[src/rtl/spi_sclk_engine.sv]
`default_nettype none
// +----------------------------------------------------------------------------+
// | Module      : spi_sclk_engine                                              |
// | Description : SPI serial-clock engine. Runs one chip-select framed         |
// |               transfer per go pulse, generating SCLK in all four           |
// |               CPOL/CPHA modes, one-cycle edge pulses and the sample/shift  |
// |               strobes that drive the shift-register datapath.              |
// | Optional    : SPI_SCLK_DLY_EN - adds SETUP/HOLD states that extend CS      |
// |               setup and hold by dly+1 cycles each. When undefined, the dly |
// |               port is present but ignored.                                 |
// | Ports       : clk_in, rst (async, active-high)                             |
// |               go, cpol, cpha, divider, nbits, dly  - request and config    |
// |               sclk, cs_n                           - SPI pins              |
// |               pos_edge, neg_edge, sample, shift    - datapath strobes      |
// |               busy, done                           - status                |
// | Revision    : 1.0 - initial release                                        |
// +----------------------------------------------------------------------------+
module spi_sclk_engine #(
  parameter int DIV_W = 16,
  parameter int CNT_W = 7,
  parameter int DLY_W = 8
) (
  input  logic             clk_in,
  input  logic             rst,
  input  logic             go,
  input  logic             cpol,
  input  logic             cpha,
  input  logic [DIV_W-1:0] divider,
  input  logic [CNT_W-1:0] nbits,
  input  logic [DLY_W-1:0] dly,
  output logic             sclk,
  output logic             cs_n,
  output logic             pos_edge,
  output logic             neg_edge,
  output logic             sample,
  output logic             shift,
  output logic             busy,
  output logic             done
);

  localparam logic [1:0] c_IDLE  = 2'd0;
  localparam logic [1:0] c_RUN   = 2'd2;
`ifdef SPI_SCLK_DLY_EN
  localparam logic [1:0] c_SETUP = 2'd1;
  localparam logic [1:0] c_HOLD  = 2'd3;
`endif

  logic [1:0]       r_state;
  logic [1:0]       w_state_nxt;

  // Transfer configuration captured at go
  logic             r_cpol;
  logic             r_cpha;
  logic [DIV_W-1:0] r_div;
  logic [CNT_W:0]   r_nbits;   // effective length, 0 already mapped to 2**CNT_W

  logic [DIV_W-1:0] r_hcnt;    // half-period down-counter
  logic [CNT_W:0]   r_bit;     // completed bits (one extra bit avoids wrap)
  logic             r_trail;   // next edge is the trailing edge of a bit

`ifdef SPI_SCLK_DLY_EN
  logic [DLY_W-1:0] r_dly;
  logic [DLY_W-1:0] r_dcnt;
`else
  logic             w_unused_dly;
  assign w_unused_dly = ^dly;
`endif

  logic             w_tick;
  logic             w_last;
  logic             w_edge;
  logic [CNT_W:0]   w_bit_inc;

  logic             w_sclk_nxt;
  logic             w_busy_nxt;
  logic             w_done_nxt;
  logic             w_pos_nxt;
  logic             w_neg_nxt;
  logic             w_sample_nxt;
  logic             w_shift_nxt;

  assign w_tick    = (r_hcnt == '0);
  // All 2N edges have been issued once every bit has completed
  assign w_last    = (r_bit == r_nbits);
  assign w_edge    = (r_state == c_RUN) && w_tick && !w_last;
  assign w_bit_inc = r_bit + 1'b1;

  // State register
  always_ff @(posedge clk_in or posedge rst) begin
    if (rst) begin
      r_state <= c_IDLE;
    end else begin
      r_state <= w_state_nxt;
    end
  end

  // Next-state logic
  always_comb begin
    w_state_nxt = r_state;
    case (r_state)
      c_IDLE: begin
`ifdef SPI_SCLK_DLY_EN
        if (go) w_state_nxt = c_SETUP;
`else
        if (go) w_state_nxt = c_RUN;
`endif
      end
`ifdef SPI_SCLK_DLY_EN
      c_SETUP: if (r_dcnt == '0) w_state_nxt = c_RUN;
      c_RUN:   if (w_tick && w_last) w_state_nxt = c_HOLD;
      c_HOLD:  if (r_dcnt == '0) w_state_nxt = c_IDLE;
`else
      c_RUN:   if (w_tick && w_last) w_state_nxt = c_IDLE;
`endif
      default: w_state_nxt = c_IDLE;
    endcase
  end

  // Output logic: next values of the registered outputs
  always_comb begin
    w_busy_nxt = (w_state_nxt != c_IDLE);
    w_done_nxt = (r_state != c_IDLE) && (w_state_nxt == c_IDLE);
    w_sclk_nxt = r_sclk_q();
    case (r_state)
      c_IDLE: w_sclk_nxt = cpol;
      c_RUN: begin
        if (w_edge) begin
          w_sclk_nxt = ~sclk;
        end else if (w_tick) begin
          w_sclk_nxt = r_cpol;
        end
      end
      default: w_sclk_nxt = r_cpol;
    endcase
    w_pos_nxt    = w_edge && !sclk;
    w_neg_nxt    = w_edge &&  sclk;
    // Leading edges sample in mode cpha=0, trailing edges sample in cpha=1
    w_sample_nxt = w_edge && (r_trail == r_cpha);
    // cpha=0 launches on trailing edges except the final one, since bit 0
    // was preloaded at go; cpha=1 launches on every leading edge.
    w_shift_nxt  = w_edge && (r_cpha ? !r_trail
                                     : (r_trail && (w_bit_inc != r_nbits)));
  end

  function automatic logic r_sclk_q();
    return sclk;
  endfunction

  // Output registers
  always_ff @(posedge clk_in or posedge rst) begin
    if (rst) begin
      sclk     <= 1'b0;
      cs_n     <= 1'b1;
      busy     <= 1'b0;
      done     <= 1'b0;
      pos_edge <= 1'b0;
      neg_edge <= 1'b0;
      sample   <= 1'b0;
      shift    <= 1'b0;
    end else begin
      sclk     <= w_sclk_nxt;
      cs_n     <= ~w_busy_nxt;
      busy     <= w_busy_nxt;
      done     <= w_done_nxt;
      pos_edge <= w_pos_nxt;
      neg_edge <= w_neg_nxt;
      sample   <= w_sample_nxt;
      shift    <= w_shift_nxt;
    end
  end

  // Datapath: configuration capture, half-period and bit counters
  always_ff @(posedge clk_in or posedge rst) begin
    if (rst) begin
      r_cpol  <= 1'b0;
      r_cpha  <= 1'b0;
      r_div   <= '0;
      r_nbits <= '0;
      r_hcnt  <= '0;
      r_bit   <= '0;
      r_trail <= 1'b0;
`ifdef SPI_SCLK_DLY_EN
      r_dly   <= '0;
      r_dcnt  <= '0;
`endif
    end else begin
      case (r_state)
        c_IDLE: begin
          if (go) begin
            r_cpol  <= cpol;
            r_cpha  <= cpha;
            r_div   <= divider;
            r_nbits <= {(nbits == '0), nbits};
            r_hcnt  <= divider;
            r_bit   <= '0;
            r_trail <= 1'b0;
`ifdef SPI_SCLK_DLY_EN
            r_dly   <= dly;
            r_dcnt  <= dly;
`endif
          end
        end
`ifdef SPI_SCLK_DLY_EN
        c_SETUP: if (r_dcnt != '0) r_dcnt <= r_dcnt - 1'b1;
        c_HOLD:  if (r_dcnt != '0) r_dcnt <= r_dcnt - 1'b1;
`endif
        c_RUN: begin
          if (w_tick) begin
            r_hcnt <= r_div;
            if (!w_last) begin
              r_trail <= ~r_trail;
              if (r_trail) r_bit <= w_bit_inc;
            end
`ifdef SPI_SCLK_DLY_EN
            else begin
              r_dcnt <= r_dly;
            end
`endif
          end else begin
            r_hcnt <= r_hcnt - 1'b1;
          end
        end
        default: ;
      endcase
    end
  end

endmodule
`default_nettype wire
[config.mk]
export PLATFORM = sky130hd
export DESIGN_NAME = spi_sclk_engine
export DESIGN_NICKNAME = d
export VERILOG_FILES = /design/src/rtl/spi_sclk_engine.sv
export SDC_FILE = /design/constraint.sdc
export NUM_CORES = 1
export LEC_CHECK = 0
export ABC_AREA = 1
export CORE_ASPECT_RATIO = 1.5
export CORE_MARGIN = 3
export CORE_UTILIZATION = 50
export DETAILED_ROUTE_END_ITERATION = 10
export PLACE_DENSITY = 0.71
export SYNTH_ARGS = -nofsm -noshare
export SYNTH_HDL_FRONTEND = slang
export SYNTH_SLANG_ARGS = --single-unit
export TNS_END_PERCENT = 5
[constraint.sdc]
create_clock -name clk_in -period 2.7 [get_ports clk_in]
set_clock_uncertainty 0.2 [all_clocks]
set_input_delay 0.675 -clock clk_in [delete_from_list [all_inputs] [get_ports clk_in]]
set_output_delay 0.675 -clock clk_in [all_outputs]
set_load 0.005 [all_outputs]
==> results of run 1 <==
-- cell usage after synthesis (2+ instances only) --
library cell  instances  area share (%)
nand3_1              20             2.7
ha_1                  2            0.68
nand2_2               3            0.51
nand2_1             203              21
buf_2                 7            0.95
inv_2                 3            0.31
clkbuf_1              6            0.61
xor2_1                8             1.9
nand3_4               2            0.95
a21oi_1              16             2.2
o211ai_1              3            0.61
inv_1                55             5.6
nor2_2                9             1.5
o21ai_1               2            0.27
nor2_1               68             7.0
nor3b_1               2            0.41
nand4_1              18             3.1
xnor2_1               6             1.4
o21ai_0              19             2.6
or2_2                 2            0.34
nand2_4               2            0.61
dfrtp_1              60              41
-- worst max-delay path by stage --
stage / start / to / slack (ps)
4_1_cts: cs_n$_DFF_PP1_ / cs_n / 460
6_report: cs_n$_DFF_PP1_ / cs_n / 480
5_1_grt: r_hcnt[0]$_DFFE_PP0P_ / r_hcnt[5]$_DFFE_PP0P_ / 350
3_5_place_dp: go / r_bit[1]$_DFFE_PP0P_ / 340
3_3_place_gp: go / r_bit[1]$_DFFE_PP0P_ / 350
2_1_floorplan: rst / busy$_DFF_PP0_ / 310
-- sequential cells by signal (all words and copies together) (netlist names), 2 cells and up --
signal   count
r_bit        8
r_nbits      8
r_hcnt      16
r_state      2
r_div       16
-- metal layers --
| layer | vias to the layer above | GRT usage (%) | routed length (um) |
|---|---|---|---|
| met5 | - | 0 | 0 |
| met4 | 0 | 16.3 | 470 |
| met3 | 33 | 4.39 | 261 |
| met2 | 64 | 44.4 | 5000 |
| met1 | 1590 | 24.0 | 3430 |
| li1 | 1727 | - | - |
-- worst min-delay path, cell delays in order, from the launching register on --
cell and delay, ps:
dfrtp_1 340, nand2_1 50, nand2_1 60
-- cells by family after synthesis --
family | count (synthesis) | synth area share [%]
and+or+nand+nor | 334 | 39.6
buffers and inverters | 75 | 8.45
DFF | 61 | 41.6
AOI/OAI and AO/OA | 43 | 6.24
xor gates and xnor gates | 14 | 3.34
adders and majority gates | 2 | 0.682
other | 1 | 0.102
-- metrics by stage --
stage                     setup WS [ps]  cell area, um^2
final                               477             4340
after global routing                347             4340
after CTS                           460             4340
after detailed placement            342             4150
after global placement              351             4150
after floorplan                     314             3670
-- power groups by stage --
stage | registers [mW] | logic [mW] | clock network, mW
CTS | 1.43 | 1.17 | 0.773
finish | 1.43 | 1.16 | 0.761
global placement | 1.43 | 1.13 | 0
floorplan | 1.38 | 0.857 | 0
global route | 1.46 | 1.34 | 0.810
detailed placement | 1.44 | 1.15 | 0
-- area by class of cell --
cell class	instances	area share, %
Clock buffer	15	4.07
Clock inverter	1	0.115
Inverter	59	5.22
Multi-Input combinational cell	394	42.3
Sequential cell	61	35.2
Tap cell	97	2.80
Timing Repair Buffer	46	10.3
==> qor.txt, run 1 <==
status: finished, final reports clean
Async SR Flop Fraction: 100%
Min-Delay Path Class: register to register
post-synthesis register bit count: 61
Max-cap violations: 0
routability cong.: 0.958
fill count: 678
area of the multi-input gates: 1830 um^2
Top delay family on crit path: flip-flops
worst path arrival time: 1350 ps
Initial Utilization: 52.5%
Lkg Pwr: 2.18 nW
Final Util: 62.0%
P&R area growth vs syn: 18.1%
Setup CP Type: register to primary output
Die ar.: 8430 um^2
CTS Root Cell: clkbuf_8
Yosys cell types: 36
post-synthesis sequential area ratio: 41.6%
Critical Path RT: 1820 ps
period utilisation layout: 82.3%
sw power: 1.30 mW
CP peak stage delay: 520 ps
RSZ-0062 raised after global routing: no
grt ovf: 0
placed cells: 657
CP Cell Sequence: clkdlybuf4s50_1
Clock Power Share: 22.7%
Pint: 2.05 mW
Min-Delay Path Depth: 2
Routed WL per cell: 13.6 um
share of layout cells above drive strength 1: 9.03%
setup TNS: 0 ps
Total Power: 3.35 mW
core area: 6990 um^2
Worst Path Buf+Inv: 1
combinational share of power: 34.6%
worst-path cell with the longest stage delay: dfstp_2
Die W: 76.0 um
pin count of the biggest net entering global routing: 38
H-tree Lvls: 3
area occupied by registers: 1530 um^2
most common cell after layout, fill and taps aside: nand2_1
Layout Cells excl Fill: 673
Clock Latency Late Sink: 350 ps
via count: 3,414
Worst path depth: 1
CP Capture Type: primary output
CTS clk-pin slew, worst paths: 60 ps
Sink Count: 61
clock tree buffer depth: 2
fmax: 450 MHz
Nets: 609
Sw Share: 38.8%
Routed WL: 9170 um
PostCTS Resize Cnt: 0
final hold vios: 0
vias per cell: 5.07
most frequent cells in the layout: 203 x nand2_1, 68 x nor2_1, 60 x dfrtp_1, 54 x inv_1, 35 x clkdlybuf4s50_1
# hold bufs at CTS: 0
Yosys warnings: 0
R2R setup slack: 530 ps
GRT Total Usage: 24.0%
drt first-iter violations: 153
r2r endpoint: r_hcnt[15]$_DFFE_PP0P_
Port Buffer Count: 35
ANT nets after route: 0
Top-Level Pins: 44
total setup buffers inserted after CTS: 0
Reg power frac: 42.7%
syn avg cell area: 6.93 um^2
Rows: 37
CP max FO: 1
Syn Nets: 568
CTS buffer count: 9
Max VDD drop: 0.000449 V
Worst R2R Path Depth: 11
Final Max Tran Viols: 0
Post-DP HPWL: 6900 um
vias in the first global route: 3,527
Worst Hold Path EP: r_div[1]$_DFFE_PP0P_
DRC: 0
initial antenna violation count: 0
Synth Flop Type: dfrtp_1
hold_sp: r_div[1]$_DFFE_PP0P_
EDFF count, synth: 0
post-synthesis cell area: 3670 um^2
Tmin final: 2220 ps
die height: 111 um
n_diodes: 0
Syn Inst Count: 530
pwr dens: 773 nW/um^2
type of origin of the critical path: register
First-pass DRT Iterations: 4
setup violators final: 0
WHS: 281 ps
worst reg2reg startpoint: r_hcnt[0]$_DFFE_PP0P_
first-pass GRT wire length: 16,100 um
CTS tree: yes
Note: power is estimated with default switching activity, not from simulation.
==> inputs of run 2 (changes only) <==
==> constraint.sdc (replaced) <==
create_clock -name clk_in -period 2.3 [get_ports clk_in]
set_clock_uncertainty 0.2 [all_clocks]
set_input_delay 0.575 -clock clk_in [delete_from_list [all_inputs] [get_ports clk_in]]
set_output_delay 0.575 -clock clk_in [all_outputs]
set_load 0.005 [all_outputs]
==> qor.txt, run 2 (synthesis gave the netlist of run 1 again) <==
DRC: 0 (unchanged)
status: finished, final reports clean
Top delay family on crit path: flip-flops
worst reg2reg startpoint: r_hcnt[0]$_DFFE_PP0P_
CTS buffer count: 9 (unchanged)
Final Max Tran Viols: 0 (unchanged)
Worst Hold Path EP: r_div[15]$_DFFE_PP0P_
Rows: 37 (unchanged)
Routed WL per cell: 13.5 um (-0.76%)
final hold vios: 0 (unchanged)
core area: 6990 um^2 (unchanged)
CP max FO: 1 (unchanged)
Worst Path Buf+Inv: 1 (unchanged)
die height: 111 um (unchanged)
Routed WL: 9110 um (-0.61%)
CP Capture Type: primary output
CP peak stage delay: 520 ps (about the same)
vias per cell: 5.13 (+1.1%)
pin count of the biggest net entering global routing: 62 (+63%)
period utilisation layout: 92.3%
worst path arrival time: 1350 ps (about the same)
P&R area growth vs syn: 19.3%
n_diodes: 0 (unchanged)
H-tree Lvls: 3 (unchanged)
clock tree buffer depth: 2 (unchanged)
fill count: 646 (-4.7%)
Nets: 610 (+0.16%)
setup TNS: 0 ps (unchanged)
cell area after layout: 4380 um^2 (+1.0%)
Worst path depth: 1 (unchanged)
Sink Count: 61 (unchanged)
Max-cap violations: 0 (unchanged)
largest registers: r_div: 16 flops, r_hcnt: 16 flops
R2R setup slack: 220 ps (-310 ps)
first-pass GRT wire length: 15,900 um (-1.2%)
CTS Root Cell: clkbuf_8
Die ar.: 8430 um^2 (unchanged)
ANT nets after route: 0 (unchanged)
RSZ-0062 raised after global routing: no
Post-DP HPWL: 6810 um (-1.4%)
fmax: 471 MHz
Critical Path RT: 1520 ps (-300 ps)
CTS tree: yes
type of origin of the critical path: register
CP Cell Sequence: clkdlybuf4s50_1
Min-Delay Path Class: register to register
pre-CTS setup slack: 12.5 ps (-330 ps)
First-pass DRT Iterations: 7 (+3)
Initial Utilization: 52.5% (unchanged)
share of layout cells above drive strength 1: 9.71% (+0.68 points)
Max VDD drop: 0.000828 V (+84%)
setup violators final: 0 (unchanged)
Lkg Pwr: 2.19 nW (+0.71%)
pwr dens: 927 nW/um^2 (+20%)
Setup CP Type: register to primary output
Die W: 76.0 um (unchanged)
Port Buffer Count: 35 (unchanged)
final setup margin: 178 ps (-300 ps)
worst-path cell with the longest stage delay: dfstp_2
r2r endpoint: r_bit[2]$_DFFE_PP0P_
Tmin final: 2120 ps
CTS clk-pin slew, worst paths: 70 ps (about the same)
via count: 3,457 (+1.3%)
hold_sp: r_div[15]$_DFFE_PP0P_
most common cell after layout, fill and taps aside: nand2_1
drt first-iter violations: 174 (+14%)
initial antenna violation count: 0 (unchanged)
Min-Delay Path Depth: 2 (unchanged)
routability cong.: 0.922 (-3.7%)
vias in the first global route: 3,571 (+1.2%)
most frequent cells in the layout: 203 x nand2_1, 68 x nor2_1, 60 x dfrtp_1, 54 x inv_1, 35 x clkdlybuf4s50_1
GRT Total Usage: 23.7% (-0.33 points)
Total Power: 4.06 mW (+21%)
Placed Area: 4160 um^2 (+0.18%)
Top-Level Pins: 44 (unchanged)
Worst R2R Path Depth: 11 (unchanged)
grt ovf: 0 (unchanged)
Clock Latency Late Sink: 350 ps (about the same)
[run 2: where the power goes]
group,total (mW),switching [mW],leakage [nW],internal [mW]
Clock,1.01,0.426,0.106,0.588
Combinational,1.38,0.840,1.33,0.542
Sequential,1.67,0.269,0.759,1.40
Total,4.06,1.53,2.19,2.53
[run 2: worst max path at each step]
stage	endpoint	startpoint	slack, ps
6_report	cs_n	cs_n$_DFF_PP1_	180
5_1_grt	r_bit[2]$_DFFE_PP0P_	r_hcnt[0]$_DFFE_PP0P_	50
4_1_cts	r_hcnt[15]$_DFFE_PP0P_	r_hcnt[0]$_DFFE_PP0P_	140
3_5_place_dp	r_bit[3]$_DFFE_PP0P_	go	10
3_3_place_gp	r_bit[0]$_DFFE_PP0P_	go	20
2_1_floorplan	busy$_DFF_PP0_	rst	10
[run 2: stage by stage]
step	instances	hold slack, ps	util [%]
2_1_floorplan	530	249	-
3_3_place_gp	658	261	59.5
3_5_place_dp	658	265	59.5
4_1_cts	674	284	62.6
5_1_grt	674	308	62.7
6_report	674	282	62.7
[run 2: what timing repair did]
item	in CTS	in global routing
endpoints found under the setup margin	0	8
buffers inserted	0	0
hold endpoints to repair	0	0
hold buffers	0	0
gates resized for setup	0	2
[run 2: layout make-up]
cell class / instances / area [um^2] / share of cell area (%)
clock inverters: 3 / 42.5 / 0.971
clock buffers: 13 / 169 / 3.86
flip-flops and latches: 61 / 1530 / 34.9
inverters: 59 / 226 / 5.17
multi-input cells: 394 / 1840 / 42.0
repair buffers: 47 / 453 / 10.3
well taps: 97 / 121 / 2.77
[run 2: layer usage]
layer  part of all wire, %  track usage (%)  up-vias
met5                     0                0        -
met4                   3.6             13.2        0
met3                   3.3             4.39       26
met2                    56             46.0       77
met1                    37             23.0     1617
li1                      -                -     1737
